## src/rtl/grf_wb_arbiter_if.sv

```systemverilog
// Purpose: bundles the WB, long-latency, decode-read and GRF write-port signals of the arbiter.
// Latency: none; wiring only.
// Backpressure: lu_ready flows slave->master; the WB path is never back-pressured.
interface grf_wb_arbiter_if #(
  parameter int AW = 2
) ();
  logic          wb_valid;
  logic [4:0]    wb_addr;
  logic [31:0]   wb_data;
  logic          lu_valid;
  logic          lu_ready;
  logic [4:0]    lu_addr;
  logic [31:0]   lu_data;
  logic [4:0]    rs;
  logic [4:0]    rt;
  logic          reg_write;
  logic [4:0]    write_addr;
  logic [31:0]   write_data;
  logic          bypass_rs_grf;
  logic          bypass_rt_grf;
  logic          pending_rs;
  logic          pending_rt;
  logic [AW:0]   fifo_level;

  // Arbiter side
  modport slave (
    input  wb_valid, wb_addr, wb_data,
    input  lu_valid, lu_addr, lu_data,
    input  rs, rt,
    output lu_ready,
    output reg_write, write_addr, write_data,
    output bypass_rs_grf, bypass_rt_grf,
    output pending_rs, pending_rt,
    output fifo_level
  );

  // Pipeline side
  modport master (
    output wb_valid, wb_addr, wb_data,
    output lu_valid, lu_addr, lu_data,
    output rs, rt,
    input  lu_ready,
    input  reg_write, write_addr, write_data,
    input  bypass_rs_grf, bypass_rt_grf,
    input  pending_rs, pending_rt,
    input  fifo_level
  );
endinterface

```

## src/rtl/grf_wb_arbiter.sv

```systemverilog
// Purpose: single GRF write port shared by in-order WB results and a queued long-latency stream.
// Latency: WB -> write port 1 cycle; long-latency accept -> write port >= 2 cycles.
// Backpressure: lu_ready drops when the queue is full or in reset; WB always wins the slot.
module grf_wb_arbiter #(
  parameter int DEPTH = 4,
  parameter int AW    = 2
) (
  input  logic            clk,
  input  logic            reset,
  grf_wb_arbiter_if.slave bus
);

  typedef struct packed {
    logic        live;
    logic [4:0]  addr;
    logic [31:0] data;
  } lu_ent_t;

  lu_ent_t       fifo [DEPTH];
  logic [AW-1:0] rd_ptr;
  logic [AW-1:0] wr_ptr;
  logic [AW:0]   level;

  logic          full;
  logic          empty;
  logic          wb_sel;
  logic          push;
  logic          pop;
  logic          issue;
  lu_ent_t       head;

  logic          rw_q;
  logic [4:0]    wa_q;
  logic [31:0]   wd_q;
  logic          hit_rs;
  logic          hit_rt;

  assign full   = (level == (AW+1)'(DEPTH));
  assign empty  = (level == '0);
  assign head   = fifo[rd_ptr];

  // A WB result to r0 is a no-op and leaves the slot free for the queue.
  assign wb_sel = bus.wb_valid && (bus.wb_addr != 5'd0);

  // No push-through: a full queue refuses even if it pops this cycle.
  assign bus.lu_ready = !full && !reset;

  // r0 results complete the handshake but never occupy a slot.
  assign push  = bus.lu_valid && bus.lu_ready && (bus.lu_addr != 5'd0);

  // Killed heads still consume the free slot so the queue keeps moving.
  assign pop   = !wb_sel && !empty;
  assign issue = pop && head.live;

  // Queue storage: pop retires the head, WB kills older same-address entries, push appends live.
  always_ff @(posedge clk) begin
    if (reset) begin
      rd_ptr <= '0;
      wr_ptr <= '0;
      level  <= '0;
      for (int i = 0; i < DEPTH; i++) begin
        fifo[i].live <= 1'b0;
      end
    end else begin
      if (pop) begin
        fifo[rd_ptr].live <= 1'b0;
        rd_ptr            <= rd_ptr + 1'b1;
      end
      if (wb_sel) begin
        for (int i = 0; i < DEPTH; i++) begin
          if (fifo[i].addr == bus.wb_addr) begin
            fifo[i].live <= 1'b0;
          end
        end
      end
      // Applied last so an entry pushed alongside a matching WB stays live.
      if (push) begin
        fifo[wr_ptr] <= '{live: 1'b1, addr: bus.lu_addr, data: bus.lu_data};
        wr_ptr       <= wr_ptr + 1'b1;
      end
      case ({push, pop})
        2'b10:   level <= level + 1'b1;
        2'b01:   level <= level - 1'b1;
        default: level <= level;
      endcase
    end
  end

  // Write port: latch the winner of this cycle's slot; address/data hold when idle.
  always_ff @(posedge clk) begin
    if (reset) begin
      rw_q <= 1'b0;
      wa_q <= 5'd0;
      wd_q <= 32'd0;
    end else begin
      rw_q <= wb_sel || issue;
      if (wb_sel) begin
        wa_q <= bus.wb_addr;
        wd_q <= bus.wb_data;
      end else if (issue) begin
        wa_q <= head.addr;
        wd_q <= head.data;
      end
    end
  end

  // Scoreboard: any live queued write to a decode source register means stall.
  always_comb begin
    hit_rs = 1'b0;
    hit_rt = 1'b0;
    for (int i = 0; i < DEPTH; i++) begin
      if (fifo[i].live && (fifo[i].addr == bus.rs)) hit_rs = 1'b1;
      if (fifo[i].live && (fifo[i].addr == bus.rt)) hit_rt = 1'b1;
    end
  end

  assign bus.reg_write     = rw_q;
  assign bus.write_addr    = wa_q;
  assign bus.write_data    = wd_q;
  assign bus.bypass_rs_grf = rw_q && (wa_q == bus.rs) && (bus.rs != 5'd0);
  assign bus.bypass_rt_grf = rw_q && (wa_q == bus.rt) && (bus.rt != 5'd0);
  assign bus.pending_rs    = hit_rs && (bus.rs != 5'd0);
  assign bus.pending_rt    = hit_rt && (bus.rt != 5'd0);
  assign bus.fifo_level    = level;

endmodule

```

## src/flat_wrapper.sv

```systemverilog
// flat-port wrapper written by rule: the top's interface ports become plain ports
module grf_wb_arbiter_flat 
#(
  parameter int DEPTH = 4,
  parameter int AW    = 2
)
  (clk, reset, bus_wb_valid, bus_wb_addr, bus_wb_data, bus_lu_valid, bus_lu_addr, bus_lu_data, bus_rs, bus_rt, bus_lu_ready, bus_reg_write, bus_write_addr, bus_write_data, bus_bypass_rs_grf, bus_bypass_rt_grf, bus_pending_rs, bus_pending_rt, bus_fifo_level);
  grf_wb_arbiter_if #(.AW(AW)) bus_i ();
  input  logic clk;
  input  logic reset;
  input wire logic [$bits(bus_i.wb_valid)-1:0] bus_wb_valid;
  input wire logic [$bits(bus_i.wb_addr)-1:0] bus_wb_addr;
  input wire logic [$bits(bus_i.wb_data)-1:0] bus_wb_data;
  input wire logic [$bits(bus_i.lu_valid)-1:0] bus_lu_valid;
  input wire logic [$bits(bus_i.lu_addr)-1:0] bus_lu_addr;
  input wire logic [$bits(bus_i.lu_data)-1:0] bus_lu_data;
  input wire logic [$bits(bus_i.rs)-1:0] bus_rs;
  input wire logic [$bits(bus_i.rt)-1:0] bus_rt;
  output wire logic [$bits(bus_i.lu_ready)-1:0] bus_lu_ready;
  output wire logic [$bits(bus_i.reg_write)-1:0] bus_reg_write;
  output wire logic [$bits(bus_i.write_addr)-1:0] bus_write_addr;
  output wire logic [$bits(bus_i.write_data)-1:0] bus_write_data;
  output wire logic [$bits(bus_i.bypass_rs_grf)-1:0] bus_bypass_rs_grf;
  output wire logic [$bits(bus_i.bypass_rt_grf)-1:0] bus_bypass_rt_grf;
  output wire logic [$bits(bus_i.pending_rs)-1:0] bus_pending_rs;
  output wire logic [$bits(bus_i.pending_rt)-1:0] bus_pending_rt;
  output wire logic [$bits(bus_i.fifo_level)-1:0] bus_fifo_level;
  assign bus_i.wb_valid = bus_wb_valid;
  assign bus_i.wb_addr = bus_wb_addr;
  assign bus_i.wb_data = bus_wb_data;
  assign bus_i.lu_valid = bus_lu_valid;
  assign bus_i.lu_addr = bus_lu_addr;
  assign bus_i.lu_data = bus_lu_data;
  assign bus_i.rs = bus_rs;
  assign bus_i.rt = bus_rt;
  assign bus_lu_ready = bus_i.lu_ready;
  assign bus_reg_write = bus_i.reg_write;
  assign bus_write_addr = bus_i.write_addr;
  assign bus_write_data = bus_i.write_data;
  assign bus_bypass_rs_grf = bus_i.bypass_rs_grf;
  assign bus_bypass_rt_grf = bus_i.bypass_rt_grf;
  assign bus_pending_rs = bus_i.pending_rs;
  assign bus_pending_rt = bus_i.pending_rt;
  assign bus_fifo_level = bus_i.fifo_level;
  grf_wb_arbiter #(.DEPTH(DEPTH), .AW(AW)) u_core (.clk(clk), .reset(reset), .bus(bus_i));
endmodule
```

## config.mk

```make
export PLATFORM = sky130hd
export DESIGN_NAME = grf_wb_arbiter_flat
export DESIGN_NICKNAME = d
export VERILOG_FILES = /design/src/rtl/grf_wb_arbiter_if.sv /design/src/rtl/grf_wb_arbiter.sv /design/src/flat_wrapper.sv
export SDC_FILE = /design/constraint.sdc
export NUM_CORES = 1
export LEC_CHECK = 0
export BUFFER_PORTS_ARGS = -buffer_cell sky130_fd_sc_hd__buf_2
export CELL_PAD_IN_SITES_DETAIL_PLACEMENT = 0
export CELL_PAD_IN_SITES_GLOBAL_PLACEMENT = 1
export CORE_ASPECT_RATIO = 1.1
export CORE_MARGIN = 10
export CORE_UTILIZATION = 41
export DETAILED_ROUTE_END_ITERATION = 10
export GPL_TIMING_DRIVEN = 0
export PLACE_DENSITY = 0.74
export SKIP_CTS_REPAIR_TIMING = 1
export SLEW_MARGIN = 30
export SYNTH_ARGS = -nofsm -noshare
export SYNTH_HDL_FRONTEND = slang
export SYNTH_SLANG_ARGS = --single-unit
```

## constraint.sdc

```tcl
create_clock -name clk -period 2.25 [get_ports clk]
set_clock_uncertainty 0.05 [all_clocks]
set_input_delay 0.1125 -clock clk [delete_from_list [all_inputs] [get_ports clk]]
set_output_delay 0.1125 -clock clk [all_outputs]
set_load 0.005 [all_outputs]
```

======== Word-level counts from Yosys, hierarchy flattened ========
Memories as Yosys holds them, arrays and structs flattened. A register that Yosys moved wholly into a read port is not among the register bits.
Index checks and enable logic that the tools add are counted.
W data, S select, Z words.
word-level totals
  register bits ........................... 45
  memory bits (writable) .................. 152
  input bits .............................. 88
  output and inout bits ................... 46
  logic and storage cells ................. 111
  memories ................................ 1
memories
  memory       depth  bits a word  rd ports  clocked after Yosys merged registers in  wr ports  RTL line              RTL
  u_core.fifo  4      38           5         1                                        5         grf_wb_arbiter.sv:19  lu_ent_t fifo [DEPTH];
cells by class
  add/subtract/negate cells ............... 4
  eq/ne operators ......................... 17
  muxes and demuxes ....................... 46
  bitwise gates (word level) .............. 4
  reductions and logical operators ........ 33
operator list
  kind                   count
  $eq A5 B5 Y1           14
  $mux W32               2
  $mux W38               1
  $reduce_or A38 Y1      1
  $mux W1                36
  $logic_and A1 B1 Y1    20
  $reduce_bool A5 Y1     4
  $mux W5                2
  $mux W2                4
  $pmux W3 S2            1
  $add A2 B1 Y2 const B  2
  $logic_not A1 Y1       4
  $or A1 B1 Y1           4
  $reduce_bool A2 Y1     2
  $add A3 B1 Y3 const B  1
  $eq A3 B3 Y1 const B   1
  $logic_not A3 Y1       1
  $sub A3 B1 Y3 const B  1
  $eq A2 B1 Y1 const B   1
  $eq A2 B2 Y1 const B   1
  $logic_or A1 B1 Y1     1

======== Logic depth before layout (Yosys ltp) ========
Gate-level depths: netlist of run 1.
  depth in word-level cells ............... 9
  mapped depth ............................ 10

======== Worst setup path after synthesis of run 1 ========
No wires, ideal clock.
  kind .................................... reg2reg
  start point ............................. register u_core.level[0], in the netlist u_core.bus.fifo_level[0]
  end point ............................... memory u_core.fifo[0][0] in the netlist's numbering (enable)
  setup time .............................. 0.399 ns
  data arrival time ....................... 1.968 ns
  data required time ...................... 1.801 ns
  path slack .............................. -0.166 ns
  cell stages (with the launch flop) ...... 5
  cells stage by stage .................... dfxtp_1 > inv_1 > a31oi_1 > o311a_1 > and2_1
RTL lines
  what                      RTL line              RTL
  start: declaration        grf_wb_arbiter.sv:22  logic [AW:0] level;
  start signal: assignment  grf_wb_arbiter.sv:82  2'b10: level <= level + 1'b1;
  start signal: assignment  grf_wb_arbiter.sv:83  2'b01: level <= level - 1'b1;
  start signal: assignment  grf_wb_arbiter.sv:84  default: level <= level;
  end: declaration          grf_wb_arbiter.sv:19

======== Final worst setup path of run 1 ========
  start point ............................. input port bus_lu_addr[2]
  end point ............................... register u_core.level[2], in the netlist u_core.bus.fifo_level[2]
on the way
  cells in the longest elaborated chain, start to end .. 4
ends and longest elaborated chain
  what                                               RTL line              RTL
  start: declaration                                 flat_wrapper.sv:15    input wire logic [$bits(bus_i.lu_addr)-1:0] bus_lu_addr;
  $reduce_bool A5 Y1 (*)                             grf_wb_arbiter.sv:49  assign push = bus.lu_valid && bus.lu_ready && (bus.lu_addr != 5'd0);
  $logic_and A1 B1 Y1 (*)                            grf_wb_arbiter.sv:49
  $eq A2 B1 Y1 or $eq A2 B2 Y1 (tied branches)       grf_wb_arbiter.sv:81  case ({push, pop})
  $pmux W3 S2 or $reduce_bool A2 Y1 (tied branches)  --
Mark *: on every way between the ends. The rest lies on a longest branch, timed or not.
A chain may end at the register's enable or synchronous reset.

==> results of run 1 <==
## metal layers
metal  vias up  part of all wire  track usage
met3        28             0.058       0.0489
met2       165              0.52        0.274
li1       2574                 -            -
met1      2769              0.40        0.183
met5         -                 0            0
met4         0             0.019       0.0591
## final cells by class
class / instances / area (um2)
Antenna cell: 1 / 2.50
Buffer: 39 / 213
Clock buffer: 18 / 429
Clock inverter: 14 / 171
Fill cell: 1672 / 9250
Inverter: 13 / 48.8
Multi-Input combinational cell: 308 / 2730
Sequential cell: 199 / 5470
Tap cell: 252 / 315
Timing Repair Buffer: 198 / 1370
## metrics by stage
stage	power [mW]	hold slack (ps)	TNS, ps	cell area [um2]
after floorplan	5.06	135	0	8400
after global routing	8.94	32.6	-46.9	10800
after CTS	8.52	-174	-70.5	9910
after global placement	5.46	274	-22380	9310
final	8.60	13.3	0	10800
after detailed placement	5.49	281	-451	9310
## cell families (layout without fill, tap and decap cells)
family                   after synthesis  count (layout)
other                                  0               1
XOR/XNOR                              70              70
multiplexers                          43              43
flip-flops                           199             199
AO/OA/AOI/OAI                         93              93
adder cells (fa/ha/maj)               10              10
buffers and inverters                 52             282
AND/OR/NAND/NOR                       92              92
## worst max-delay path: stages
cell and delay, ps:
dlygate4sd3_1 530, buf_2 150, o311a_4 420, inv_1 70
ha_2 180, inv_1 50, fa_1 370, xor2_1 160
or3_1 330, a21oi_2 130
## how the worst min path moves through the flow
stage               slack, ps  cells after the start                  endpoint
detailed placement        280                      1        u_core.fifo[0][19]
global placement          270                      1        u_core.fifo[1][20]
global route               30                      3  u_core.bus.write_addr[2]
floorplan                 140                      1  u_core.bus.write_addr[2]
CTS                      -170                      1        u_core.fifo[0][19]
finish                     10                      3  u_core.bus.write_addr[2]
## layout by cell type, fill, tap and decap left out, types with 3 or more instances in the layout
master           n
mux2i_1          5
o22ai_1         34
nor3_1           3
inv_6            3
clkbuf_1        23
edfxtp_1       148
nand2_1          7
nor2_1          46
a211oi_1         3
and2_4           4
nor4_1           9
dfxtp_1         48
buf_6            6
clkinvlp_4       3
a31oi_1          4
mux4_2          38
clkbuf_16       17
nand3_1          4
inv_1           11
dlygate4sd3_1   72
xor2_1          47
a41o_1           4
xnor2_1         23
o21ai_0         34
ha_1             8
nand4_1          7
buf_4           11
buf_2          125
## power by group
part	leakage [nW]	total [mW]	switching [mW]	internal [mW]
combinational	1.86	1.29	0.634	0.655
sequential	1.77	4.24	0.115	4.12
clock	0.285	3.07	1.40	1.67
## sequential cells by signal, summed over array words and instances, names as in the netlist, named ones only
signal / count
u_core.bus.fifo_level: 3
u_core.wr_ptr: 2
u_core.bus.write_addr: 5
u_core.fifo: 152
u_core.rd_ptr: 2
u_core.bus.write_data: 32
u_core.bus.reg_write: 1
==> qor.yml, run 1 <==
grt_pass1_vias: 5619
finalCritPeriodShare: 0.978
grt_pass1_wl_mm: 31.9
preCtsSetupSlack_ps: -325
ant_nets: 0
fin_crit_ps: 2200
h-tree-depth: 4
synth_area_leaders: "edfxtp_1 53%, dfxtp_1 12%, mux4_2 10%, xor2_1 4.9%, o22ai_1 2.5%"
synthXorXnorAreaFrac: 0.0730
portBuffers: 118
cts_buffers: 17
drive_gt1_frac: 0.293
end_kind: "flip-flop"
initial_core_util: 0.420
synth_mux_area_frac: 0.108
seq_area_frac_synth: 0.651
postLayoutCoreUtil: 0.538
max_freq_mhz: 454
r2r-start: "u_core.bus.fifo_level[0]"
synth_fa_ha_area_frac: 0.0158
gp_congestion: 0.868
dp_hpwl_mm: 14.7
grt-ovfl-total: 0
ys_types: 39
status: "completed"
p_per_area_nw_per_um2: 800
clock-sinks: 199
clock_path_buffers: 2
drc: 0
syn2layout_area_growth_pct: 28.1
root_buffer: "clkbuf_16"
die_h_um: 170
setup_viol_count_final: 0
yosysMostFrequentCell: "edfxtp_1"
synth_top_area_share: 0.529
synth_top_family_by_area: "multiplexers"
cp.required_ps: 2560
tritoncts: "done"
path_clk_slew_ps: 70
hp-class: "input pin to flip-flop"
syn-num-nets: 657
ff2ff_path_depth: 9
synth-compound-area-share: 0.0693
rr_endpoint: "u_core.bus.fifo_level[2]"
fin_ws_ps: 48.6
stdcell_count: 1042
slew_headroom: 0.555
ys_seq_elements: 199
nets: 874
syn_inst: 559
slew_viol_final: 0
gr-usage-all-layers: 0.159
final-hold-violation-count: 0
dpl.cell_count: 929
cp-startpoint: "bus_lu_addr[2]"
die_x_um: 156
yosys_warnings: 0
worstHoldStart: "bus_wb_addr[2]"
cp_max_fo: 7
worstPathArrival_ps: 2510
clk_latency_ps: 430
async_reset_ff_frac: 0
peakVddDrop_mv: 0.533
coreArea_um2: 20000
row_count: 54
drt_pass1_iterations: 5
syn-cell-area_um2: 8390
grt_antenna_before_repair: 1
die_area_um2: 26600
pin_count: 134
rsz0062_at_grt: "true"
endpoint: "u_core.bus.fifo_level[2]"
vias_per_cell: 5.31
drt-wirelength-per-cell_um: 20.8
p_leak_nw: 3.91
syn_area_per_cell_um2: 15.0
ys.flop_type: "edfxtp_1"
max_cap_viol_count: 0
r2r_slack_ps: 90
grt_max_degree: 39
path_class: "input pin to flip-flop"
synth_edf_count: 148
worstSetupStartpointType: "input pin"
synth-simple-area-share: 0.0526
initialDrtViolationCount: 364
synth_top_cell_by_area: "edfxtp_1"
finalWirelength_mm: 21.7
synth_commonest_cells: "148 x edfxtp_1, 51 x dfxtp_1, 47 x xor2_1"
vias: 5536
tightestPinTransition_ps: 667
Power figures use the tool's default switching activity.
==> run 2, diff against run 1 <==
CORE_ASPECT_RATIO = 1.75   (was 1.1)
==> qor.yml, run 2 (synthesis results as in run 1) <==
nets: 872
worstHoldStart: "bus_wb_data[22]"
cp-startpoint: "u_core.bus.fifo_level[1]"
grt_antenna_before_repair: 1
fin_ws_ps: 78.3
grt_max_degree: 39
path_class: "flip-flop to flip-flop"
fillers: 1758
path_clk_slew_ps: 70
mostFrequentLayoutCells: "148 x edfxtp_1, 125 x buf_2, 69 x dlygate4sd3_1"
p_leak_nw: 3.90
portBuffers: 118
die_h_um: 209
slew_viol_final: 0
slew_headroom: 0.511
grt_pass1_vias: 5748
clk_latency_ps: 430
finalHoldWorstSlack_ps: -67.7
drt-wirelength-per-cell_um: 21.9
gp_congestion: 0.905
dp_hpwl_mm: 16.0
final-hold-violation-count: 3
ff_latch_area_um2: 5470
coreArea_um2: 20200
grt_pass1_wl_mm: 33.1
worstPathArrival_ps: 2480
finalWirelength_mm: 22.7
status: "complete, but fails checks"
fin_crit_ps: 2170
cp_slowest_cell: "or3_4"
switching_power_mw: 2.20
violations: "negative hold slack"
cp_max_fo: 7
h-tree-depth: 4
setup_viol_count_final: 0
critPathTopFamily: "simple AND/OR/NAND/NOR gates"
die_area_um2: 26800
finalCritPeriodShare: 0.965
postLayoutCoreUtil: 0.531
die_x_um: 128
syn2layout_area_growth_pct: 27.8
drt_pass1_iterations: 5
vias_per_cell: 5.32
crit_buf_inv: 2
tritoncts: "done"
cpPeakStageDelay_ps: 410
clkPwrFrac: 0.351
drive_gt1_frac: 0.300
hp-class: "input pin to flip-flop"
ant_nets: 0
worstSetupStartpointType: "flip-flop"
p_sw_frac: 0.257
preCtsSetupSlack_ps: -366
root_buffer: "clkbuf_16"
peakVddDrop_mv: 0.427
power.internal_mw: 6.36
cp_cell_sequence: "or3_4 -> and3_4 -> buf_6 -> ha_4 -> inv_2 -> fa_2 -> xor2_1 -> or3_1 -> a21oi_2"
row_count: 69
multi_input_area_um2: 2740
rsz0062_at_grt: "true"
p_per_area_nw_per_um2: 799
top_register: "u_core.fifo"
pin_count: 134
tightestPinTransition_ps: 734
gr-usage-all-layers: 0.164
initial_core_util: 0.416
max_cap_viol_count: 0
cts_buffers: 17
seq_power_share: 0.495
clock-sinks: 199
clock_path_buffers: 2
largest_reg_flops: 152
max_freq_mhz: 460
vias: 5514
pwr-share-comb: 0.154
mostFrequentLayoutCell: "edfxtp_1"
cp.required_ps: 2560
drc: 0
initialDrtViolationCount: 347
grt-ovfl-total: 0
r2r-start: "u_core.bus.fifo_level[1]"
end_kind: "flip-flop"
[run 2: tightest hold or removal path: stages]
cell and delay (ps):
buf_2 80, o21ai_0 80, nor2_1 120
[run 2: cell type report]
cell class,count,share of cell area
timing repair buffer,196,0.126
multi-input combinational,308,0.256
antenna,2,0.000467
tap,248,0.0289
clock buffer,17,0.0397
clock inverter,15,0.0147
inverter,13,0.00455
sequential,199,0.510
buffer,39,0.0197
[run 2: metrics by stage]
stage,TNS [ps],power (mW),cells,cell area [um2]
after floorplan,0,5.06,559,8400
after global placement,-24080,5.46,925,9300
after detailed placement,-485,5.51,925,9310
after CTS,-153,8.49,957,9890
after global routing,-23.2,8.88,1037,10700
final,0,8.57,1037,10700
[run 2: routing by layer]
| metal | up-vias | share of wire | global-route usage |
|---|---|---|---|
| met5 | - | 0 | 0 |
| met4 | 0 | 0.034 | 0.0834 |
| met3 | 41 | 0.043 | 0.0376 |
| met2 | 179 | 0.57 | 0.306 |
| met1 | 2728 | 0.35 | 0.161 |
| li1 | 2566 | - | - |
[run 2: power groups by stage]
stage	Clock (mW)	Combinational (mW)	Sequential, mW
6_report	3.01	1.32	4.24
5_1_grt	3.19	1.44	4.25
4_1_cts	3.06	1.20	4.23
3_5_place_dp	0	1.19	4.31
3_3_place_gp	0	1.16	4.30
2_1_floorplan	0	0.764	4.29
[run 2: worst paths after layout]
| path | endpoint | slack, ps | cells past startpoint |
|---|---|---|---|
| setup reg to reg | u_core.bus.fifo_level[2] | 80 | 9 |
| hold / removal | u_core.bus.write_data[22] | -70 | 3 |
| setup / recovery | u_core.bus.fifo_level[2] | 80 | 9 |
| hold reg to reg | u_core.bus.write_data[27] | 470 | 2 |
==> run 3, diff against run 2 <==
CORE_UTILIZATION = 42   (was 41)
PLACE_DENSITY = 0.75   (was 0.74)
==> qor.yml, run 3 (synthesis results as in run 1) <==
status: "complete, but fails checks"
violations: "negative hold slack"
clk_latency_ps: 440
h-tree-depth: 4
stdcell_count: 1031
die_area_um2: 26300
grt-ovfl-total: 0
mostFrequentLayoutCells: "148 x edfxtp_1, 125 x buf_2, 71 x dlygate4sd3_1"
row_count: 68
slew_viol_final: 0
finalCritPeriodShare: 0.971
cp_slowest_cell: "dfxtp_4"
worstSetupStartpointType: "flip-flop"
p_per_area_nw_per_um2: 802
finalHoldWorstSlack_ps: -14.9
coreArea_um2: 19700
finalWirelength_mm: 22.0
worstPathArrival_ps: 2500
initialDrtViolationCount: 369
tightestPinTransition_ps: 649
ant_nets: 0
tritoncts: "done"
crit_buf_inv: 2
pin_count: 134
power.internal_mw: 6.37
grt_max_degree: 39
max_freq_mhz: 458
clock_path_buffers: 2
syn2layout_area_growth_pct: 27.4
peakVddDrop_mv: 0.427
grt_pass1_wl_mm: 32.9
slew_headroom: 0.567
gr-usage-all-layers: 0.162
fillers: 1649
cp_cell_sequence: "or3_4 -> and3_1 -> buf_6 -> ha_2 -> inv_1 -> fa_1 -> xor2_1 -> or3_1 -> a21oi_2"
clock-sinks: 199
dpl.cell_count: 922
critPathTopFamily: "simple AND/OR/NAND/NOR gates"
mostFrequentLayoutCell: "edfxtp_1"
drive_gt1_frac: 0.288
top_register: "u_core.fifo"
cp_max_fo: 7
fin_crit_ps: 2180
grt_pass1_vias: 5838
gp_congestion: 0.886
path_clk_slew_ps: 80
pwr-share-comb: 0.152
drc: 0
switching_power_mw: 2.20
grt_antenna_before_repair: 0
root_buffer: "clkbuf_16"
max_cap_viol_count: 0
nets: 871
cp.required_ps: 2560
p_sw_frac: 0.257
die_x_um: 127
end_kind: "flip-flop"
cts_buffers: 17
setup_viol_count_final: 0
drt_pass1_iterations: 5
largest_reg_flops: 152
vias_per_cell: 5.40
drt-wirelength-per-cell_um: 21.4
p_leak_nw: 3.91
postLayoutCoreUtil: 0.542
die_h_um: 207
path_class: "flip-flop to flip-flop"
antenna_cells: 0
vias: 5566
seq_power_share: 0.494
clkPwrFrac: 0.354
portBuffers: 118
initial_core_util: 0.425
dp_hpwl_mm: 15.5
final-hold-violation-count: 1
hp-class: "input pin to flip-flop"
cpPeakStageDelay_ps: 370
## run 3: cell types whose count changed in the layout (fill, tap and decap cells not counted), sizes merged, moves of 2 or more
cell         change
clkbuf           +2
dlygate4sd3      +2
buf              -3
clkinvlp         -2
diode            -2
## run 3: worst paths after layout
path / startpoint / to / slack, ps / depth (start not counted)
setup / recovery: u_core.bus.fifo_level[0] / u_core.bus.fifo_level[2] / 70 / 9
hold reg to reg: u_core.bus.write_data[27] / u_core.bus.write_data[27] / 460 / 2
setup reg to reg: u_core.bus.fifo_level[0] / u_core.bus.fifo_level[2] / 70 / 9
hold / removal: bus_wb_addr[3] / u_core.bus.write_addr[3] / -10 / 3
## run 3: per-layer routing
layer  part of all wire  track usage  up-vias
met2               0.55        0.300      178
met5                  0            0        -
met1               0.36        0.166     2782
met4              0.033       0.0747        0
li1                   -            -     2563
met3              0.049       0.0373       43
## run 3: layout make-up
| class | count | area [um2] | area share |
|---|---|---|---|
| well taps | 245 | 307 | 0.0287 |
| repair buffers | 195 | 1350 | 0.126 |
| multi-input cells | 308 | 2720 | 0.254 |
| clock buffers | 19 | 433 | 0.0405 |
| inverters | 13 | 48.8 | 0.00456 |
| plain buffers | 39 | 213 | 0.0199 |
| flip-flops and latches | 199 | 5470 | 0.512 |
| clock inverters | 13 | 155 | 0.0145 |
## run 3: worst register-to-register path, stage by stage, from the launching register on
cell	delay [ps]
dfxtp_4	370
or3_4	140
and3_1	160
buf_6	140
ha_2	190
inv_1	50
fa_1	370
xor2_1	160
or3_1	340
a21oi_2	130
## run 3: through the flow
stage                     worst slack [ps]  total power, mW  instance area, um2  TNS, ps  hold WS [ps]
final                                 65.4             8.57               10700        0         -14.9
after detailed placement              -384             5.51                9300     -528           283
after global routing                 -28.1             8.90               10700    -28.1          16.5
after global placement                -230             5.46                9300   -22680           274
after CTS                             -170             8.50                9890     -262          -174
after floorplan                       87.7             5.06                8400        0           135
## run 3: power by group through the flow
stage	Sequential, mW	Combinational (mW)	Clock [mW]
3_3_place_gp	4.30	1.16	0
4_1_cts	4.23	1.20	3.07
2_1_floorplan	4.29	0.764	0
5_1_grt	4.25	1.43	3.22
3_5_place_dp	4.31	1.20	0
6_report	4.24	1.31	3.03
